File: config.mk
export PLATFORM = sky130hd
export DESIGN_NAME = scmp_useq_flat
export DESIGN_NICKNAME = d
export VERILOG_FILES = /design/src/rtl/scmp_useq_pkg.sv /design/src/rtl/scmp_useq_if.sv /design/src/rtl/scmp_useq_stack.sv /design/src/rtl/scmp_useq.sv /design/src/flat_wrapper.sv
export SDC_FILE = /design/constraint.sdc
export NUM_CORES = 1
export LEC_CHECK = 0
export CAP_MARGIN = 10
export CORE_MARGIN = 8
export CORE_UTILIZATION = 35
export DETAILED_ROUTE_END_ITERATION = 10
export DONT_BUFFER_PORTS = 1
export SYNTH_ARGS = -nofsm -noshare
export SYNTH_HDL_FRONTEND = slang
export SYNTH_SLANG_ARGS = --single-unit
File: constraint.sdc
create_clock -name clk -period 2.4 [get_ports clk]
set_input_delay 0.36 -clock clk [delete_from_list [all_inputs] [get_ports clk]]
set_output_delay 0.36 -clock clk [all_outputs]
set_load 0.01 [all_outputs]
File: src/rtl/scmp_useq_pkg.sv
// Shared definitions for the SC/MP microcode sequencer: default widths,
// control-bit positions of the PLA sequencing fields and condition evaluation.
package scmp_useq_pkg;

   localparam int DEF_PC_W    = 8;
   localparam int DEF_NXT_W   = 6;
   localparam int DEF_COND_W  = 4;
   localparam int DEF_STACK_D = 2;

   // Condition vectors are zero-extended to this width before evaluation;
   // zero mask bits never contribute, so widening is transparent.
   localparam int COND_MAX_W = 16;

   // Bit positions inside the packed {ret, call, decode} control word
   localparam int CTL_W      = 3;
   localparam int CTL_DECODE = 0;
   localparam int CTL_CALL   = 1;
   localparam int CTL_RET    = 2;

   // Selected condition is true when any masked flag differs from its polarity bit
   function automatic logic cond_eval(input logic [COND_MAX_W-1:0] cond_in,
                                      input logic [COND_MAX_W-1:0] condx,
                                      input logic [COND_MAX_W-1:0] condm);
      return |((cond_in ^ condx) & condm);
   endfunction

endpackage

File: src/rtl/scmp_useq_if.sv
// Sequencer <-> PLA/bus interface. The master side (PLA, opcode decoder,
// bus controller) drives the fields; the slave side is the sequencer.
interface scmp_useq_if
   import scmp_useq_pkg::*;
#(
   parameter int PC_W    = DEF_PC_W,
   parameter int NXT_W   = DEF_NXT_W,
   parameter int COND_W  = DEF_COND_W,
   parameter int STACK_D = DEF_STACK_D
);
   localparam int DEPTH_W = $clog2(STACK_D + 1);

   logic                 stall;
   logic [COND_W-1:0]    cond_in;
   logic [PC_W-1:0]      op_pc;
   logic [NXT_W-1:0]     mi_nxt;
   logic [COND_W-1:0]    mi_condm;
   logic [COND_W-1:0]    mi_condx;
   logic                 mi_decode;
   logic                 mi_call;
   logic                 mi_ret;
   logic [PC_W-1:0]      upc;
   logic [DEPTH_W-1:0]   depth;
   logic                 stack_err;

   modport master (
      output stall, cond_in, op_pc, mi_nxt, mi_condm, mi_condx,
             mi_decode, mi_call, mi_ret,
      input  upc, depth, stack_err
   );

   modport slave (
      input  stall, cond_in, op_pc, mi_nxt, mi_condm, mi_condx,
             mi_decode, mi_call, mi_ret,
      output upc, depth, stack_err
   );

endinterface

File: src/rtl/scmp_useq_stack.sv
// Return-address LIFO: fixed storage addressed by an occupancy counter,
// entries never move. Push when full and pop when empty are ignored here;
// the caller flags those as errors.
module scmp_useq_stack
#(
   parameter  int PC_W    = 8,
   parameter  int STACK_D = 2,
   localparam int DEPTH_W = $clog2(STACK_D + 1)
)(
   input  logic               clk,
   input  logic               rst_n,
   input  logic               i_push,
   input  logic               i_pop,
   input  logic [PC_W-1:0]    i_data,
   output logic [PC_W-1:0]    o_top,
   output logic               o_full,
   output logic               o_empty,
   output logic [DEPTH_W-1:0] o_depth
);

   logic [PC_W-1:0]    r_mem [STACK_D];
   logic [DEPTH_W-1:0] r_cnt;
   logic [DEPTH_W-1:0] w_top_idx;

   assign w_top_idx = r_cnt - DEPTH_W'(1);
   assign o_full    = (r_cnt == DEPTH_W'(STACK_D));
   assign o_empty   = (r_cnt == DEPTH_W'(0));
   assign o_depth   = r_cnt;

   // Read the most recently pushed entry (don't-care zero when empty)
   always_comb begin
      o_top = '0;
      for (int i = 0; i < STACK_D; i++) begin
         o_top = (DEPTH_W'(i) == w_top_idx) ? r_mem[i] : o_top;
      end
   end

   // Storage and occupancy counter; push takes precedence if both requested
   always_ff @(posedge clk or negedge rst_n) begin
      if (!rst_n) begin
         r_cnt <= '0;
         for (int i = 0; i < STACK_D; i++) begin
            r_mem[i] <= '0;
         end
      end else if (i_push && !o_full) begin
         for (int i = 0; i < STACK_D; i++) begin
            if (DEPTH_W'(i) == r_cnt) begin
               r_mem[i] <= i_data;
            end
         end
         r_cnt <= r_cnt + DEPTH_W'(1);
      end else if (i_pop && !o_empty) begin
         r_cnt <= r_cnt - DEPTH_W'(1);
      end
   end

endmodule

File: src/rtl/scmp_useq.sv
// SC/MP microcode sequencer: holds the uPC and picks the next microinstruction
// address from opcode dispatch, condition skip, return stack or relative jump.
// One microinstruction per unstalled cycle; stall freezes everything.
module scmp_useq
   import scmp_useq_pkg::*;
#(
   parameter  int PC_W    = DEF_PC_W,
   parameter  int NXT_W   = DEF_NXT_W,
   parameter  int COND_W  = DEF_COND_W,
   parameter  int STACK_D = DEF_STACK_D,
   localparam int DEPTH_W = $clog2(STACK_D + 1)
)(
   input  logic         clk,
   input  logic         rst_n,
   scmp_useq_if.slave   bus
);

   logic [PC_W-1:0]    r_upc;
   logic               r_stack_err;

   logic [PC_W-1:0]    w_upc_nxt;
   logic [PC_W-1:0]    w_upc_inc;
   logic [PC_W-1:0]    w_upc_rel;
   logic [PC_W-1:0]    w_rel_off;
   logic [CTL_W-1:0]   w_ctl;
   logic               w_cond;
   logic               w_push;
   logic               w_pop;
   logic               w_err_set;
   logic [PC_W-1:0]    w_top;
   logic               w_full;
   logic               w_empty;
   logic [DEPTH_W-1:0] w_depth;

   assign w_ctl     = {bus.mi_ret, bus.mi_call, bus.mi_decode};
   assign w_cond    = cond_eval(COND_MAX_W'(bus.cond_in),
                                COND_MAX_W'(bus.mi_condx),
                                COND_MAX_W'(bus.mi_condm));
   assign w_rel_off = PC_W'($signed(bus.mi_nxt));
   assign w_upc_inc = r_upc + PC_W'(1);
   assign w_upc_rel = r_upc + w_rel_off;

   // Next-address priority: decode, condition skip, return, call, zero, relative
   always_comb begin
      w_upc_nxt = r_upc;
      w_push    = 1'b0;
      w_pop     = 1'b0;
      w_err_set = 1'b0;
      if (bus.stall) begin
         w_upc_nxt = r_upc;
      end else if (w_ctl[CTL_DECODE]) begin
         w_upc_nxt = bus.op_pc;
      end else if (w_cond) begin
         w_upc_nxt = w_upc_inc;
      end else if (w_ctl[CTL_RET]) begin
         if (!w_empty) begin
            w_upc_nxt = w_top;
            w_pop     = 1'b1;
         end else begin
            w_upc_nxt = '0;
            w_err_set = 1'b1;
         end
      end else if (w_ctl[CTL_CALL]) begin
         w_upc_nxt = w_upc_rel;
         if (!w_full) begin
            w_push = 1'b1;
         end else begin
            w_err_set = 1'b1;
         end
      end else if (bus.mi_nxt == NXT_W'(0)) begin
         w_upc_nxt = '0;
      end else begin
         w_upc_nxt = w_upc_rel;
      end
   end

   // uPC register and sticky stack error flag (cleared only by reset)
   always_ff @(posedge clk or negedge rst_n) begin
      if (!rst_n) begin
         r_upc       <= '0;
         r_stack_err <= 1'b0;
      end else begin
         r_upc       <= w_upc_nxt;
         r_stack_err <= r_stack_err | w_err_set;
      end
   end

   scmp_useq_stack #(
      .PC_W    (PC_W),
      .STACK_D (STACK_D)
   ) u_stack (
      .clk     (clk),
      .rst_n   (rst_n),
      .i_push  (w_push),
      .i_pop   (w_pop),
      .i_data  (w_upc_inc),
      .o_top   (w_top),
      .o_full  (w_full),
      .o_empty (w_empty),
      .o_depth (w_depth)
   );

   assign bus.upc       = r_upc;
   assign bus.depth     = w_depth;
   assign bus.stack_err = r_stack_err;

endmodule

File: src/flat_wrapper.sv
// flat-port wrapper written by rule: the top's interface ports become plain ports
module scmp_useq_flat import scmp_useq_pkg::*;
#(
   parameter  int PC_W    = DEF_PC_W,
   parameter  int NXT_W   = DEF_NXT_W,
   parameter  int COND_W  = DEF_COND_W,
   parameter  int STACK_D = DEF_STACK_D,
   localparam int DEPTH_W = $clog2(STACK_D + 1)
)
  (clk, rst_n, bus_stall, bus_cond_in, bus_op_pc, bus_mi_nxt, bus_mi_condm, bus_mi_condx, bus_mi_decode, bus_mi_call, bus_mi_ret, bus_upc, bus_depth, bus_stack_err);
  scmp_useq_if #(.PC_W(PC_W), .NXT_W(NXT_W), .COND_W(COND_W), .STACK_D(STACK_D)) bus_i ();
  input  logic clk;
  input  logic rst_n;
  input wire logic [$bits(bus_i.stall)-1:0] bus_stall;
  input wire logic [$bits(bus_i.cond_in)-1:0] bus_cond_in;
  input wire logic [$bits(bus_i.op_pc)-1:0] bus_op_pc;
  input wire logic [$bits(bus_i.mi_nxt)-1:0] bus_mi_nxt;
  input wire logic [$bits(bus_i.mi_condm)-1:0] bus_mi_condm;
  input wire logic [$bits(bus_i.mi_condx)-1:0] bus_mi_condx;
  input wire logic [$bits(bus_i.mi_decode)-1:0] bus_mi_decode;
  input wire logic [$bits(bus_i.mi_call)-1:0] bus_mi_call;
  input wire logic [$bits(bus_i.mi_ret)-1:0] bus_mi_ret;
  output wire logic [$bits(bus_i.upc)-1:0] bus_upc;
  output wire logic [$bits(bus_i.depth)-1:0] bus_depth;
  output wire logic [$bits(bus_i.stack_err)-1:0] bus_stack_err;
  assign bus_i.stall = bus_stall;
  assign bus_i.cond_in = bus_cond_in;
  assign bus_i.op_pc = bus_op_pc;
  assign bus_i.mi_nxt = bus_mi_nxt;
  assign bus_i.mi_condm = bus_mi_condm;
  assign bus_i.mi_condx = bus_mi_condx;
  assign bus_i.mi_decode = bus_mi_decode;
  assign bus_i.mi_call = bus_mi_call;
  assign bus_i.mi_ret = bus_mi_ret;
  assign bus_upc = bus_i.upc;
  assign bus_depth = bus_i.depth;
  assign bus_stack_err = bus_i.stack_err;
  scmp_useq #(.PC_W(PC_W), .NXT_W(NXT_W), .COND_W(COND_W), .STACK_D(STACK_D)) u_core (.clk(clk), .rst_n(rst_n), .bus(bus_i));
endmodule
==> run metrics <==
sequential share of the synthesized area 32.7%; routed length per instance 19.1 um; routed wl met2 between 2000 and 2500 um; post-synthesis instance area about 2100 um2; FFs w/ async S/R, synth 100%; Starting Density 35.6%; slowest cell delay on critical path between 0.4 and 0.5 ns; largest net degree at the start of global routing 28; prevailing post-synth register cell dfrtp_1; initial antenna violation count 0; Seq cells post-synth 27; warning count from the yosys run 0; TNS Setup 0 ns; count leader, synth dfrtp_1; Placer Congestion about 0.83; Worst EP arrival between 2 and 2.5 ns; CTS sink count 27; TritonCTS clock tree done; core area 5820 um2; I/O Buffers 0; Die Area roughly 8600 um2; RSZ-0062 raised after global routing false; simple-gate share of the synthesized area about 17%; Vias ~1.6k; Leak Pwr 0.997 nW; status finished, final reports clean; main combinational cell family by area after synthesis compound AO/OA/AOI/OAI gates; height of the chip 92.9 um; post-synthesis compound-gate area fraction a little over a fifth; area share of the largest cell type after synthesis between 30% and 40%; hpwl dp between 4000 and 5000 um; 1st-iter DRT viols 66; Bufs on Longest Clock Path 2; Final Skew 0.00976 ns; final instance area around 2300 um2; vias per inst 5.51; crit start category flip-flop; Max-Cap Viols 0; synth top area cells dfrtp_1 33%, mux2_4 10%, ha_1 6.7%, xor2_1 3.4%, xnor2_1 3.0%; Worst R2R End u_core.bus.upc[6]; r2r setup slk between 0.2 and 0.3 ns; Clock transition at path regs approximately 0.10 ns; FMAX between 400 and 500 MHz; number of flops mapped to enable cells by yosys 0; max-slew violation count 0; Mapped Cells 200; Slew HR between 60% and 70%; Die X ~93 um; Clock Latency Late Sink ~0.28 ns; # H-tree levels 1; synth cell count leaders 27 x dfrtp_1, 14 x mux2_4, 11 x a21oi_1, 11 x ha_1; global-route wire length before repair 8610 um; vias in the first global route approximately 1.6k; met3 WL 373 um; Net Count, Synth between 200 and 250; FF-to-FF path depth 7; CP Capture Point u_core.bus.upc[6]; Yosys cell types 57; drt first pass iters 4; Layout Nets between 200 and 300; Crit Path Category reg -> reg; crit-path cells ha_1 > fa_1 > a211oi_1 > o21ai_1 > a21o_1 > a311oi_1 > o31ai_2; IO Pins 43; fraction of layout cells with a size suffix above 1 a little under a quarter; synthesized area per cell slightly above 10 um2; worst slew pin tran around 0.55 ns; final wirelength 5460 um; max layer used met4; Min-Delay Path Class in -> reg; cell taking the most area after synthesis dfrtp_1; overall power between 0.0015 and 0.002 W; r2r startpoint u_core.bus.upc[0]; highest-delay cell along the critical path fa_1; met1 wire length between 2000 and 3000 um; maximum fanout along the worst path 2; Global Route Usage Sum 12.6%; VDD IR-drop max a little under 0.5 mV; Tcrit/Tclk final between 80% and 90%; Critical Path Stages 7; P&R area growth vs syn 10.0%; root buffer cell clkbuf_8; fin crit period approximately 2.1 ns; mux contribution to synthesized area around 12%; antenna fix cells 0; Cell Rows 28; Placed Area about 2200 um2; Worst Setup End Kind flip-flop; Worst Path Buf+Inv 0; Crit. Startpoint u_core.bus.upc[0]; PwrDens about 850 nW/um2; final-report hold violation count 0; hold_ws approximately 0.22 ns; CP delay by family, top compound AO/OA/AOI/OAI gates; clock buffer count from CTS 3; Post-Synth Adder-Cell Area 7.62%; Synth Area in XOR/XNOR roughly 6.4%; drc violations 0; GRT overflow 0; final setup vio count 0; Post-DRT Antenna Nets 0; required time at the worst-slack endpoint between 2 and 3 ns
## flip-flops by register name, indices dropped and copies added (netlist names)
| signal | cells |
|---|---|
| u_core.u_stack.o_depth | 2 |
| u_core.bus.stack_err | 1 |
| u_core.u_stack.r_mem | 16 |
| u_core.bus.upc | 8 |
## layer usage
| layer | global-route usage (%) | up-vias |
|---|---|---|
| met1 | 16.9 | 761 |
| met2 | 19.5 | 46 |
| met3 | 3.96 | 2 |
| met4 | 2.42 | 0 |
| li1 | - | 768 |
| met5 | 0 | - |
## worst min-delay path by stage
| stage | slack [ns] | start | cells past startpoint | end |
|---|---|---|---|---|
| after detailed placement | 0.07 | rst_n | 0 | u_core.u_stack.r_mem[15] |
| final | 0.22 | bus_stall | 2 | u_core.bus.upc[6] |
| after global placement | 0.07 | rst_n | 0 | u_core.bus.upc[4] |
| after CTS | 0.21 | bus_stall | 2 | u_core.bus.upc[4] |
| after global routing | 0.21 | bus_stall | 2 | u_core.bus.upc[6] |
| after floorplan | 0.06 | rst_n | 0 | u_core.bus.stack_err |
## where the power goes
part / leakage (nW) / total [W] / switching, W / internal [W]
Sequential: 0.340 / 0.000738 / 0.000131 / 0.000607
Clock: 0.0217 / 0.000274 / 0.000156 / 0.000118
Combinational: 0.635 / 0.000925 / 0.000482 / 0.000444
## layout make-up
cell class              instances  area, um2
clock inverters                 1       7.51
fillers                       611       3540
clock buffers                   3       41.3
flip-flops and latches         27        676
well taps                      75       93.8
inverters                       9       33.8
multi-input cells             158       1310
repair buffers                 13        113
## cells in the final DEF, fill, tap and decap left out, types with 3 or more instances in the layout
cell       n
a21oi_1   11
a22o_1     3
a22oi_1    6
and3_1     8
buf_4     11
clkbuf_8   3
dfrtp_1   27
ha_1      11
inv_1      7
mux2_4    14
mux2i_1    3
nand2_1    9
nand3_1    4
nor2_1     8
nor3_1     6
o21ai_0    5
o21ai_1    9
xnor2_1    7
xor2_1     8
## worst register-to-register path: cells and delay by family, from the launching register on
kind / cells / cell delay, ns
DFF: 1 / 0.39
AOI/OAI and AO/OA: 5 / 1.01
adders and majority gates: 2 / 0.66
## metrics by stage
| stage | utilization (%) | worst slack [ns] | cells |
|---|---|---|---|
| final | 39.1 | 0.251 | 286 |
| after global routing | 39.1 | 0.138 | 286 |
| after CTS | 39.1 | 0.265 | 286 |
| after detailed placement | 37.8 | 0.277 | 280 |
| after global placement | 37.8 | 0.286 | 280 |
| after floorplan | - | 0.242 | 200 |
## cell families (layout without fill, tap and decap cells)
group                      Yosys count  in the layout
xor gates and xnor gates            15             15
AOI/OAI and AO/OA                   59             59
and+or+nand+nor                     55             55
buffers and inverters               15             26
adders and majority gates           12             12
muxes                               17             17
DFF                                 27             27
## what timing repair did
action,in CTS,in global routing
hold endpoints to repair,27,0
setup buffers,0,0
hold buffers,2,0
gates resized for setup,0,0
Power figures use the tool's default switching activity.
